[src/rtl/alu_pkg.sv]
// Purpose : shared opcode definitions for the W-bit unsigned ALU.
// Latency : n/a (constants only).
// Backpressure: n/a.
package alu_pkg;

  localparam int OP_W = 4;

  typedef logic [OP_W-1:0] op_t;

  localparam op_t OP_ADD = 4'd0;
  localparam op_t OP_SUB = 4'd1;
  localparam op_t OP_MUL = 4'd2;
  localparam op_t OP_DIV = 4'd3;
  localparam op_t OP_MOD = 4'd4;
  localparam op_t OP_AND = 4'd5;
  localparam op_t OP_OR  = 4'd6;
  localparam op_t OP_XOR = 4'd7;
  localparam op_t OP_NOT = 4'd8;
  localparam op_t OP_SHL = 4'd9;
  localparam op_t OP_SHR = 4'd10;

endpackage

[src/rtl/alu_divmod.sv]
// Purpose : combinational W-bit unsigned divider (restoring long division).
// Latency : 0 cycles, purely combinational.
// Backpressure: none; result valid whenever inputs are stable.
// Ports   : i_num dividend, i_den divisor, o_quo quotient, o_rem remainder,
//           o_dbz divisor is zero (quotient and remainder forced to 0).
module alu_divmod #(
  parameter int W = 8
) (
  input  logic [W-1:0] i_num,
  input  logic [W-1:0] i_den,
  output logic [W-1:0] o_quo,
  output logic [W-1:0] o_rem,
  output logic         o_dbz
);

  logic [W:0]   w_part;  // one extra bit so the shifted partial remainder never truncates
  logic [W-1:0] w_quo;

  always_comb begin
    w_part = '0;
    w_quo  = '0;
    for (int i = W - 1; i >= 0; i--) begin
      w_part = {w_part[W-1:0], i_num[i]};
      if (w_part >= {1'b0, i_den}) begin
        w_part   = w_part - {1'b0, i_den};
        w_quo[i] = 1'b1;
      end
    end
  end

  // A zero divisor would make every trial subtraction succeed; squash it here.
  assign o_dbz = (i_den == '0);
  assign o_quo = o_dbz ? '0 : w_quo;
  assign o_rem = o_dbz ? '0 : w_part[W-1:0];

endmodule

[src/rtl/alu.sv]
// Purpose : W-bit unsigned ALU, 11 opcodes, registered result and flags.
// Latency : 1 cycle, one new operation accepted every cycle.
// Backpressure: none; fully pipelined, no handshake.
// Ports   : clk, rst (sync, active-high); A, B operands; Op opcode;
//           O result; OF_UND overflow/underflow; ERR div-by-zero or bad
//           opcode; ZERO result is zero and no error.
module alu
  import alu_pkg::*;
#(
  parameter int W = 8
) (
  input  logic            clk,
  input  logic            rst,
  input  logic [W-1:0]    A,
  input  logic [W-1:0]    B,
  input  logic [OP_W-1:0] Op,
  output logic [W-1:0]    O,
  output logic            OF_UND,
  output logic            ERR,
  output logic            ZERO
);

  localparam logic [W:0] LP_W = (W+1)'(W);

  logic [W:0]     w_sum;
  logic [2*W-1:0] w_prod;
  logic [2*W-1:0] w_shl;
  logic           w_b_ge_w;
  logic [W-1:0]   w_quo;
  logic [W-1:0]   w_rem;
  logic           w_dbz;
  logic [W-1:0]   w_res;
  logic           w_of;
  logic           w_err;

  logic [W-1:0]   r_o;
  logic           r_of;
  logic           r_err;
  logic           r_zero;

  assign w_sum    = {1'b0, A} + {1'b0, B};
  assign w_prod   = {{W{1'b0}}, A} * {{W{1'b0}}, B};
  // Widened left shift: bits pushed past W-1 land in the upper half.
  assign w_shl    = {{W{1'b0}}, A} << B;
  assign w_b_ge_w = ({1'b0, B} >= LP_W);

  alu_divmod #(.W(W)) u_divmod (
    .i_num (A),
    .i_den (B),
    .o_quo (w_quo),
    .o_rem (w_rem),
    .o_dbz (w_dbz)
  );

  always_comb begin
    w_res = '0;
    w_of  = 1'b0;
    w_err = 1'b0;
    case (Op)
      OP_ADD: begin
        w_res = w_sum[W-1:0];
        w_of  = w_sum[W];
      end
      OP_SUB: begin
        w_res = A - B;
        w_of  = (A < B);
      end
      OP_MUL: begin
        w_res = w_prod[W-1:0];
        w_of  = |w_prod[2*W-1:W];
      end
      OP_DIV: begin
        w_res = w_quo;
        w_err = w_dbz;
      end
      OP_MOD: begin
        w_res = w_rem;
        w_err = w_dbz;
      end
      OP_AND: w_res = A & B;
      OP_OR:  w_res = A | B;
      OP_XOR: w_res = A ^ B;
      OP_NOT: w_res = ~A;
      OP_SHL: begin
        if (w_b_ge_w) begin
          // Every bit of A leaves the word.
          w_res = '0;
          w_of  = |A;
        end else begin
          w_res = w_shl[W-1:0];
          w_of  = |w_shl[2*W-1:W];
        end
      end
      OP_SHR: w_res = w_b_ge_w ? '0 : (A >> B);
      default: w_err = 1'b1;
    endcase
  end

  always_ff @(posedge clk) begin
    if (rst) begin
      r_o    <= '0;
      r_of   <= 1'b0;
      r_err  <= 1'b0;
      r_zero <= 1'b0;
    end else begin
      r_o    <= w_res;
      r_of   <= w_of & ~w_err;
      r_err  <= w_err;
      r_zero <= (w_res == '0) & ~w_err;
    end
  end

  assign O      = r_o;
  assign OF_UND = r_of;
  assign ERR    = r_err;
  assign ZERO   = r_zero;

endmodule

[config.mk]
export PLATFORM = sky130hd
export DESIGN_NAME = alu
export DESIGN_NICKNAME = d
export VERILOG_FILES = /design/src/rtl/alu_pkg.sv /design/src/rtl/alu_divmod.sv /design/src/rtl/alu.sv
export SDC_FILE = /design/constraint.sdc
export NUM_CORES = 1
export LEC_CHECK = 0
export BUFFER_PORTS_ARGS = -buffer_cell sky130_fd_sc_hd__buf_4
export CAP_MARGIN = 40
export CELL_PAD_IN_SITES_DETAIL_PLACEMENT = 1
export CELL_PAD_IN_SITES_GLOBAL_PLACEMENT = 1
export CORE_MARGIN = 8
export CORE_UTILIZATION = 37
export CTS_BUF_LIST = sky130_fd_sc_hd__clkbuf_8
export CTS_CLUSTER_SIZE = 28
export DETAILED_ROUTE_END_ITERATION = 6
export GPL_TIMING_DRIVEN = 0
export PLACE_DENSITY = 0.78
export SLEW_MARGIN = 20
export SYNTH_ARGS = -nofsm -noshare
export SYNTH_HDL_FRONTEND = slang
export SYNTH_SLANG_ARGS = --single-unit
[constraint.sdc]
create_clock -name clk -period 45.2 [get_ports clk]
set_input_delay 9.04 -clock clk [delete_from_list [all_inputs] [get_ports clk]]
set_output_delay 9.04 -clock clk [all_outputs]
set_load 0.05 [all_outputs]
==> results_dict.tcl, run 1 <==
set metrics [dict create \
    status "finished clean" \
    p_per_area_nw_per_um2 36.13 \
    gp_congestion 0.9403 \
    finalSetupViolations 0 \
    routedWlPerCell_um 19.37 \
    setup_tns_ps 0 \
    grt_max_degree 21 \
    cts_buffers 3 \
    synth_area_um2 7481 \
    crit_path_frequent_cell "o21ai_0" \
    synth_cell_types 84 \
    syn_inst 1019 \
    maxSlewHeadroom 0.3792 \
    max_cap_violations 0 \
    drive_above_1_share 0.07940 \
    dieArea_um2 25020 \
    finalCritPeriodShare 0.6483 \
    period_minus_slack_ps 29300 \
    cp_data_required_time_ps 45320 \
    insertedDiodeCount 0 \
    firstDrtPassIters 5 \
    grt_pass1_vias 8182 \
    ant_nets 0 \
    grt_usage 0.2063 \
    cp-end-kind "register" \
    cts_resized 0 \
    yosysWarnings 0 \
    drc 0 \
    async_flop_share 0 \
    grt_overflow 0 \
    grt_pass1_wl_mm 41.97 \
    rsz0062_at_grt "no" \
    crit_arrival_ps 29420 \
    rows 52 \
    vias_per_cell 5.886 \
    htree_levels 1 \
    nNetsFinal 1249 \
    dieWidth_um 158.2 \
    multi_input_area_um2 6664 \
    mostFrequentLayoutCells "124 x nor2_1, 123 x ha_1, 119 x inv_1" \
    max_stage_delay_ps 510 \
    clk_root_buffer_cell "clkbuf_8" \
    via_count 7817 \
    cts_tree "built" \
    syn-num-nets 1209 \
    power_uw 294.1 \
    power_leakage_uw 0.003925 \
    clk_pin_slew_ps 40 \
    worst_slew_pin_slew_ps 924.0 \
    dp_hpwl_mm 20.68 \
    slew_violations 0 \
    port_buffers 31 \
    drtIter0Drc 528 \
    die_y_um 158.2 \
    area_growth_pct 8.798 \
    fmax_mhz 34.13 \
    antenna_found_initial 0 \
    post-cts-setup-buffer-count 0 \
    core_um2 20040 \
    worstSetupPathType "in2reg" \
    cts.path.max_buffers 2 \
    synth_area_per_cell_um2 7.341 \
    cts_num_sinks 11 \
    start_util 0.3733 \
    critPathLaunchType "input pin" \
    hold_buffers 0 \
    hold_end "O[2]" \
    routed_wl_mm 25.72 \
    synth-main-ff-cell "dfxtp_1" \
    io_pins 33 \
    hold_path_depth 3 \
    hp-class "in2reg" \
    ir_drop_uv 21.50 \
    final_common_cell "nor2_1" \
    regArea_um2 220.2 \
    worstHoldStart "rst" \
    fillers 2611 \
    path_max_fanout 20 \
    slowest_stage "o21ai_0" \
    synth-edff-count 0 \
    ys_ff_latch 11 \
    final_util 0.4062 \
    hold_violations 0 \
    yosysSeqAreaShare 0.02944 \
    critPathLaunch "B[1]" \
]
sequential cells by signal, indices dropped and copies added, names as in the netlist:
register and count:
O 8, ZERO 1, ERR 1, OF_UND 1
layer usage:
| layer | global-route usage | vias to the layer above | part of all wire |
|---|---|---|---|
| li1 | - | 3720 | - |
| met5 | 0 | - | 0 |
| met2 | 0.3636 | 222 | 0.48 |
| met1 | 0.2689 | 3831 | 0.45 |
| met3 | 0.01775 | 44 | 0.051 |
| met4 | 0.04086 | 0 | 0.019 |
final cells by class:
type,instances,area share
multi-input combinational,855,0.8188
inverter,124,0.05719
tap,270,0.04151
timing repair buffer,35,0.03351
sequential,11,0.02706
buffer,29,0.01645
clock buffer,3,0.005073
clock inverter,1,0.0004612
worst max-delay path, delay by kind of cell:
kind | cells | cell delay (ps)
compound gates | 43 | 10690
simple gates | 18 | 3830
buf+inv | 13 | 2700
fa+ha+maj | 8 | 2470
mux | 2 | 630
cell usage after synthesis, types with 11 or more instances:
cell type | n | area share
nand2_1 | 63 | 0.032
inv_1 | 118 | 0.059
xor2_1 | 14 | 0.016
a21o_1 | 19 | 0.019
ha_1 | 123 | 0.21
dfxtp_1 | 11 | 0.029
nor3_1 | 27 | 0.018
o21ai_0 | 53 | 0.035
xnor2_1 | 24 | 0.028
nand3_1 | 11 | 0.0074
nor2b_1 | 22 | 0.018
o21bai_1 | 19 | 0.019
nor2_1 | 124 | 0.062
mux2i_1 | 20 | 0.027
clkbuf_1 | 19 | 0.0095
a21oi_1 | 76 | 0.051
fa_1 | 45 | 0.12
nand2b_1 | 13 | 0.011
report_power, final:
| group | total, µW | switching [µW] | internal [µW] | leakage, µW |
|---|---|---|---|---|
| Combinational | 274 | 161 | 113 | 0.00381 |
| Sequential | 11.4 | 0.316 | 11.1 | 0.0000903 |
| Clock | 8.98 | 3.07 | 5.91 | 0.0000269 |
| Total | 294 | 165 | 130 | 0.00392 |
per-stage QoR:
step / instance area [µm²] / instances / worst slack (ps) / hold slack, ps
floorplan: 7481 / 1019 / 20060 / 9309
global placement: 8051 / 1320 / 15900 / 9492
detailed placement: 8069 / 1321 / 15810 / 9493
CTS: 8114 / 1325 / 15970 / 9282
global route: 8139 / 1328 / 14040 / 9309
finish: 8139 / 1328 / 15900 / 9288
how the worst max path moves through the flow:
| stage | endpoint | slack (ps) | cells after the start |
|---|---|---|---|
| global route | ZERO | 14040 | 83 |
| CTS | ZERO | 15970 | 83 |
| global placement | ZERO | 15900 | 83 |
| detailed placement | ZERO | 15810 | 83 |
| floorplan | ZERO | 20060 | 83 |
| finish | ZERO | 15900 | 84 |
kinds of logic (layout without fill, tap and decap cells):
family / Yosys count / after routing / share of synthesized area
XOR/XNOR: 38 / 38 / 0.04449
AND/OR/NAND/NOR: 332 / 332 / 0.2173
flip-flops: 11 / 11 / 0.02944
multiplexers: 31 / 31 / 0.04466
buffers and inverters: 153 / 192 / 0.07978
adder cells (fa/ha/maj): 168 / 168 / 0.3261
AO/OA/AOI/OAI: 286 / 286 / 0.2582
No activity file was read; power rests on OpenSTA's default activity.
==> run 2, diff against run 1 <==
--- a/config.mk
+++ b/config.mk
@@ -5,6 +5,7 @@
 export SDC_FILE = /design/constraint.sdc
 export NUM_CORES = 1
 export LEC_CHECK = 0
+export ABC_AREA = 1
 export BUFFER_PORTS_ARGS = -buffer_cell sky130_fd_sc_hd__buf_4
 export CAP_MARGIN = 40
 export CELL_PAD_IN_SITES_DETAIL_PLACEMENT = 1
@@ -15,7 +16,7 @@
 export CTS_CLUSTER_SIZE = 28
 export DETAILED_ROUTE_END_ITERATION = 6
 export GPL_TIMING_DRIVEN = 0
-export PLACE_DENSITY = 0.78
+export PLACE_DENSITY = 0.8
 export SLEW_MARGIN = 20
 export SYNTH_ARGS = -nofsm -noshare
 export SYNTH_HDL_FRONTEND = slang
==> constraint.sdc (replaced) <==
create_clock -name clk -period 28.1 [get_ports clk]
set_input_delay 5.62 -clock clk [delete_from_list [all_inputs] [get_ports clk]]
set_output_delay 5.62 -clock clk [all_outputs]
set_load 0.05 [all_outputs]
==> run 2 against run 1 <==
  * Area after synthesis grew 2.8%
  * First-iteration DRC count shrank 19%
  * Wire length is the same
  * Via count grew 2.2%
  * Design area grew 2.4%
  * Setup slack lost 9700 ps
==> results_dict.tcl, run 2 <==
set metrics [dict create \
    status "finished clean" \
    mostFrequentLayoutCells "256 x inv_1, 253 x nand2_1, 123 x ha_1" \
    syn_inst 1211 \
    grt_pass1_vias 8486 \
    clk_pin_slew_ps 50 \
    power_leakage_uw 0.004740 \
    yosysWarnings 0 \
    final_common_cell "inv_1" \
    routedWlPerCell_um 16.92 \
    cts.path.max_buffers 2 \
    synth_top_area_frac 0.2002 \
    clk_root_buffer_cell "clkbuf_8" \
    via_count 7986 \
    antenna_found_initial 0 \
    crit_arrival_ps 22040 \
    synth.most_common_cell "inv_1" \
    yosysSeqAreaShare 0.02864 \
    max_cap_violations 0 \
    setup_tns_ps 0 \
    routed_wl_mm 25.72 \
    path_max_fanout 10 \
    grt_overflow 0 \
    worst_slew_pin_slew_ps 760.9 \
    syn-num-nets 1401 \
    hold_violations 0 \
    vias_per_cell 5.254 \
    ir_drop_uv 55.92 \
    maxSlewHeadroom 0.4922 \
    rsz0062_at_grt "no" \
    path_buf_inv 20 \
    htree_levels 1 \
    slew_violations 0 \
    dp_hpwl_mm 21.69 \
    p_per_area_nw_per_um2 79.02 \
    gp_congestion 0.9456 \
    place_area_um2 8287 \
    nNetsFinal 1441 \
    port_buffers 32 \
    grt_max_degree 21 \
    worstSetupPathType "in2reg" \
    grt_usage 0.1969 \
    max_stage_delay_ps 540 \
    finalSetupViolations 0 \
    area_growth_pct 8.365 \
    hp-class "in2reg" \
    cts_resized 0 \
    grt_pass1_wl_mm 42.19 \
    firstDrtPassIters 5 \
    core_um2 20300 \
    die_y_um 160.2 \
    finalCritPeriodShare 0.7780 \
    synth_common_cells "255 x inv_1, 253 x nand2_1, 123 x ha_1" \
    insertedDiodeCount 0 \
    dieWidth_um 160.2 \
    ys_ff_latch 11 \
    synth-edff-count 0 \
    synth_area_per_cell_um2 6.349 \
    dieArea_um2 25650 \
    drive_above_1_share 0.08800 \
    final_cell_area_um2 8332 \
    fmax_mhz 45.74 \
    period_minus_slack_ps 21860 \
    post-cts-setup-buffer-count 0 \
    ant_nets 0 \
    critPathLaunchType "input pin" \
    synth_area_um2 7689 \
    slowest_stage "a211oi_2" \
    rows 52 \
    drtIter0Drc 427 \
    synth_cell_types 53 \
    power_uw 658.4 \
    cp-end-kind "register" \
    crit_family "compound AO/OA/AOI/OAI gates" \
    io_pins 33 \
    synth_area_leaders "ha_1 20%, inv_1 12%, nand2_1 12%" \
    cts_num_sinks 11 \
    drc 0 \
    largest_register_ffs 8 \
    synth-main-ff-cell "dfxtp_1" \
    cts_buffers 3 \
    cp_data_required_time_ps 28280 \
    yosys.area.top_type "ha_1" \
    cts_tree "built" \
    hold_buffers 0 \
    async_flop_share 0 \
    start_util 0.3788 \
]
[run 2: power breakdown]
part	switching [µW]	internal, µW
clock network	6.49	9.64
logic	394	228
registers	0.869	19.0
[run 2: worst paths after layout]
path  startpoint    to  slack [ps]  cells after the start
max         A[7]  ZERO        6240                    106
min          rst  ZERO        5750                      6
[run 2: tightest hold or removal path, delay by kind of cell]
| kind | cells | cell delay [ps] |
|---|---|---|
| buffers and inverters | 1 | 90 |
| and+or+nand+nor | 5 | 240 |
[run 2: cells by family (layout without fill, tap and decap cells)]
logic type	after synthesis	in the layout	share of synthesized area
DFF	11	11	0.02864
adders and majority gates	168	168	0.3173
xor gates and xnor gates	45	45	0.05126
and+or+nand+nor	499	499	0.3027
buffers and inverters	290	329	0.1491
AOI/OAI and AO/OA	198	198	0.1510
[run 2: stage by stage]
stage               utilization  setup slack, ps  hold WS [ps]  cells
floorplan                     -             8918          5861   1211
global placement         0.4072             6082          5993   1513
detailed placement       0.4082             6023          6001   1516
CTS                      0.4104             6220          5749   1520
global route             0.4104             4249          5778   1520
finish                   0.4104             6239          5747   1520
[run 2: metal layers]
metal,track usage,vias to the layer above,share of wire
met5,0,-,0
met4,0.06627,0,0.031
met3,0.01517,53,0.036
met2,0.3469,181,0.48
met1,0.2483,3814,0.45
li1,-,3938,-
[run 2: area by class of cell]
type	instances	area [µm²]
timing repair buffer	35	260.3
clock inverter	1	3.754
buffer	26	155.1
clock buffer	3	41.29
multi-input combinational	910	6322
fill	2762	11970
inverter	264	991.0
sequential	11	220.2
tap	270	337.8
==> run 3, diff against run 2 <==
--- a/config.mk
+++ b/config.mk
@@ -5,7 +5,7 @@
 export SDC_FILE = /design/constraint.sdc
 export NUM_CORES = 1
 export LEC_CHECK = 0
-export ABC_AREA = 1
+export ABC_AREA = 0
 export BUFFER_PORTS_ARGS = -buffer_cell sky130_fd_sc_hd__buf_4
 export CAP_MARGIN = 40
 export CELL_PAD_IN_SITES_DETAIL_PLACEMENT = 1
@@ -16,7 +16,7 @@
 export CTS_CLUSTER_SIZE = 28
 export DETAILED_ROUTE_END_ITERATION = 6
 export GPL_TIMING_DRIVEN = 0
-export PLACE_DENSITY = 0.8
+export PLACE_DENSITY = 0.78
 export SLEW_MARGIN = 20
 export SYNTH_ARGS = -nofsm -noshare
 export SYNTH_HDL_FRONTEND = slang
==> constraint.sdc (replaced) <==
create_clock -name clk -period 20.8 [get_ports clk]
set_input_delay 4.16 -clock clk [delete_from_list [all_inputs] [get_ports clk]]
set_output_delay 4.16 -clock clk [all_outputs]
set_load 0.05 [all_outputs]
==> run 3 against run 2 <==
  * Die area fell by 2.4%
  * Clock power is 21% higher
  * Global-route usage up 1.3 points
  * Sequential power up 24%
  * Worst hold slack worse by 1300 ps
  * Setup slack got worse by 5500 ps
  * Critical endpoint unchanged
  * Largest cell class unchanged
  * Largest power group unchanged
==> results_dict.tcl, run 3 (synthesis gave the netlist of run 1 again) <==
set metrics [dict create \
    status "finished clean" \
    dp_hpwl_mm 20.68 \
    drive_above_1_share 0.1421 \
    port_buffers 31 \
    insertedDiodeCount 0 \
    mostFrequentLayoutCells "123 x nor2_1, 122 x ha_1, 116 x inv_1" \
    routedWlPerCell_um 19.66 \
    max_stage_delay_ps 500 \
    final_cell_area_um2 8641 \
    htree_levels 1 \
    drtIter0Drc 475 \
    crit_arrival_ps 20130 \
    crit_path_frequent_cell "ha_1" \
    core_um2 20040 \
    worstSetupPathType "in2reg" \
    path_max_fanout 11 \
    cp-end-kind "register" \
    period_minus_slack_ps 20020 \
    grt_usage 0.2102 \
    ant_nets 0 \
    dieWidth_um 158.2 \
    start_util 0.3733 \
    grt_overflow 0 \
    maxSlewHeadroom 0.4154 \
    slowest_stage "or3b_2" \
    largest_register_ffs 8 \
    firstDrtPassIters 5 \
    grt_max_degree 21 \
    cts_tree "built" \
    grt_pass1_wl_mm 42.68 \
    rows 52 \
    crit_cells 85 \
    setup_tns_ps 0 \
    path_buf_inv 14 \
    cts_num_sinks 11 \
    critPathLaunchType "input pin" \
    grt_pass1_vias 8276 \
    clk_root_buffer_cell "clkbuf_8" \
    worst_slew_pin_slew_ps 854.8 \
    clk_pin_slew_ps 40 \
    routed_wl_mm 26.75 \
    max_cap_violations 0 \
    cp_data_required_time_ps 20920 \
    antenna_found_initial 0 \
    fmax_mhz 49.96 \
    finalSetupViolations 0 \
    cts_buffers 3 \
    p_per_area_nw_per_um2 79.79 \
    die_y_um 158.2 \
    crit_family "compound AO/OA/AOI/OAI gates" \
    vias_per_cell 5.923 \
    hold_violations 0 \
    drc 0 \
    cts.path.max_buffers 2 \
    hp-class "in2reg" \
    fillers 2571 \
    ir_drop_uv 48.11 \
    gp_congestion 0.9403 \
    nNetsFinal 1282 \
    power_leakage_uw 0.004114 \
    slew_violations 0 \
    dieArea_um2 25020 \
    via_count 8061 \
    area_growth_pct 15.50 \
    hold_slack_ps 4406 \
    final_common_cell "nor2_1" \
    place_area_um2 8069 \
    hold_path_depth 3 \
    io_pins 33 \
    finalCritPeriodShare 0.9623 \
]
[run 3: through the flow]
step	instances	utilization	power (µW)	setup WS, ps
after floorplan	1019	-	476.7	539.6
after global placement	1320	0.4018	596.6	-3623
after detailed placement	1321	0.4027	614.7	-3713
after CTS	1333	0.4160	658.7	21.26
after global routing	1361	0.4312	761.4	-127.9
final	1361	0.4312	689.5	784.0
[run 3: path summary, 6_finish.rpt]
kind,slack [ps],startpoint,end
worst max-delay path,780,A[7],ZERO
worst min-delay path,4410,rst,O[2]
[run 3: routing by layer]
layer,share of wire,global-route usage,up-vias
li1,-,-,3789
met1,0.44,0.2710,3955
met2,0.48,0.3726,263
met3,0.055,0.01938,54
met4,0.023,0.04311,0
met5,0,0,-
[run 3: area by class of cell]
type | count | area (µm²) | share of cell area
Buffer | 29 | 156.4 | 0.01810
Inverter | 124 | 476.7 | 0.05517
Tap cell | 270 | 337.8 | 0.03910
Sequential cell | 11 | 220.2 | 0.02549
Multi-Input combinational cell | 855 | 6868 | 0.7948
Clock inverter | 1 | 3.754 | 0.0004344
Clock buffer | 3 | 41.29 | 0.004778
Timing Repair Buffer | 68 | 536.8 | 0.06212
[run 3: what timing repair did]
item | CTS | global route
buffers inserted | 8 | 25
hold buffers | 0 | 0
endpoints found under the hold margin | 0 | 0
gates resized for setup | 45 | 30
setup endpoints to repair | 9 | 9
pin swaps | 4 | 17
[run 3: where the power goes]
group / switching [µW] / internal, µW / total, µW
Combinational: 370 / 275 / 645
Clock: 6.68 / 12.8 / 19.5
Sequential: 0.689 / 24.0 / 24.7
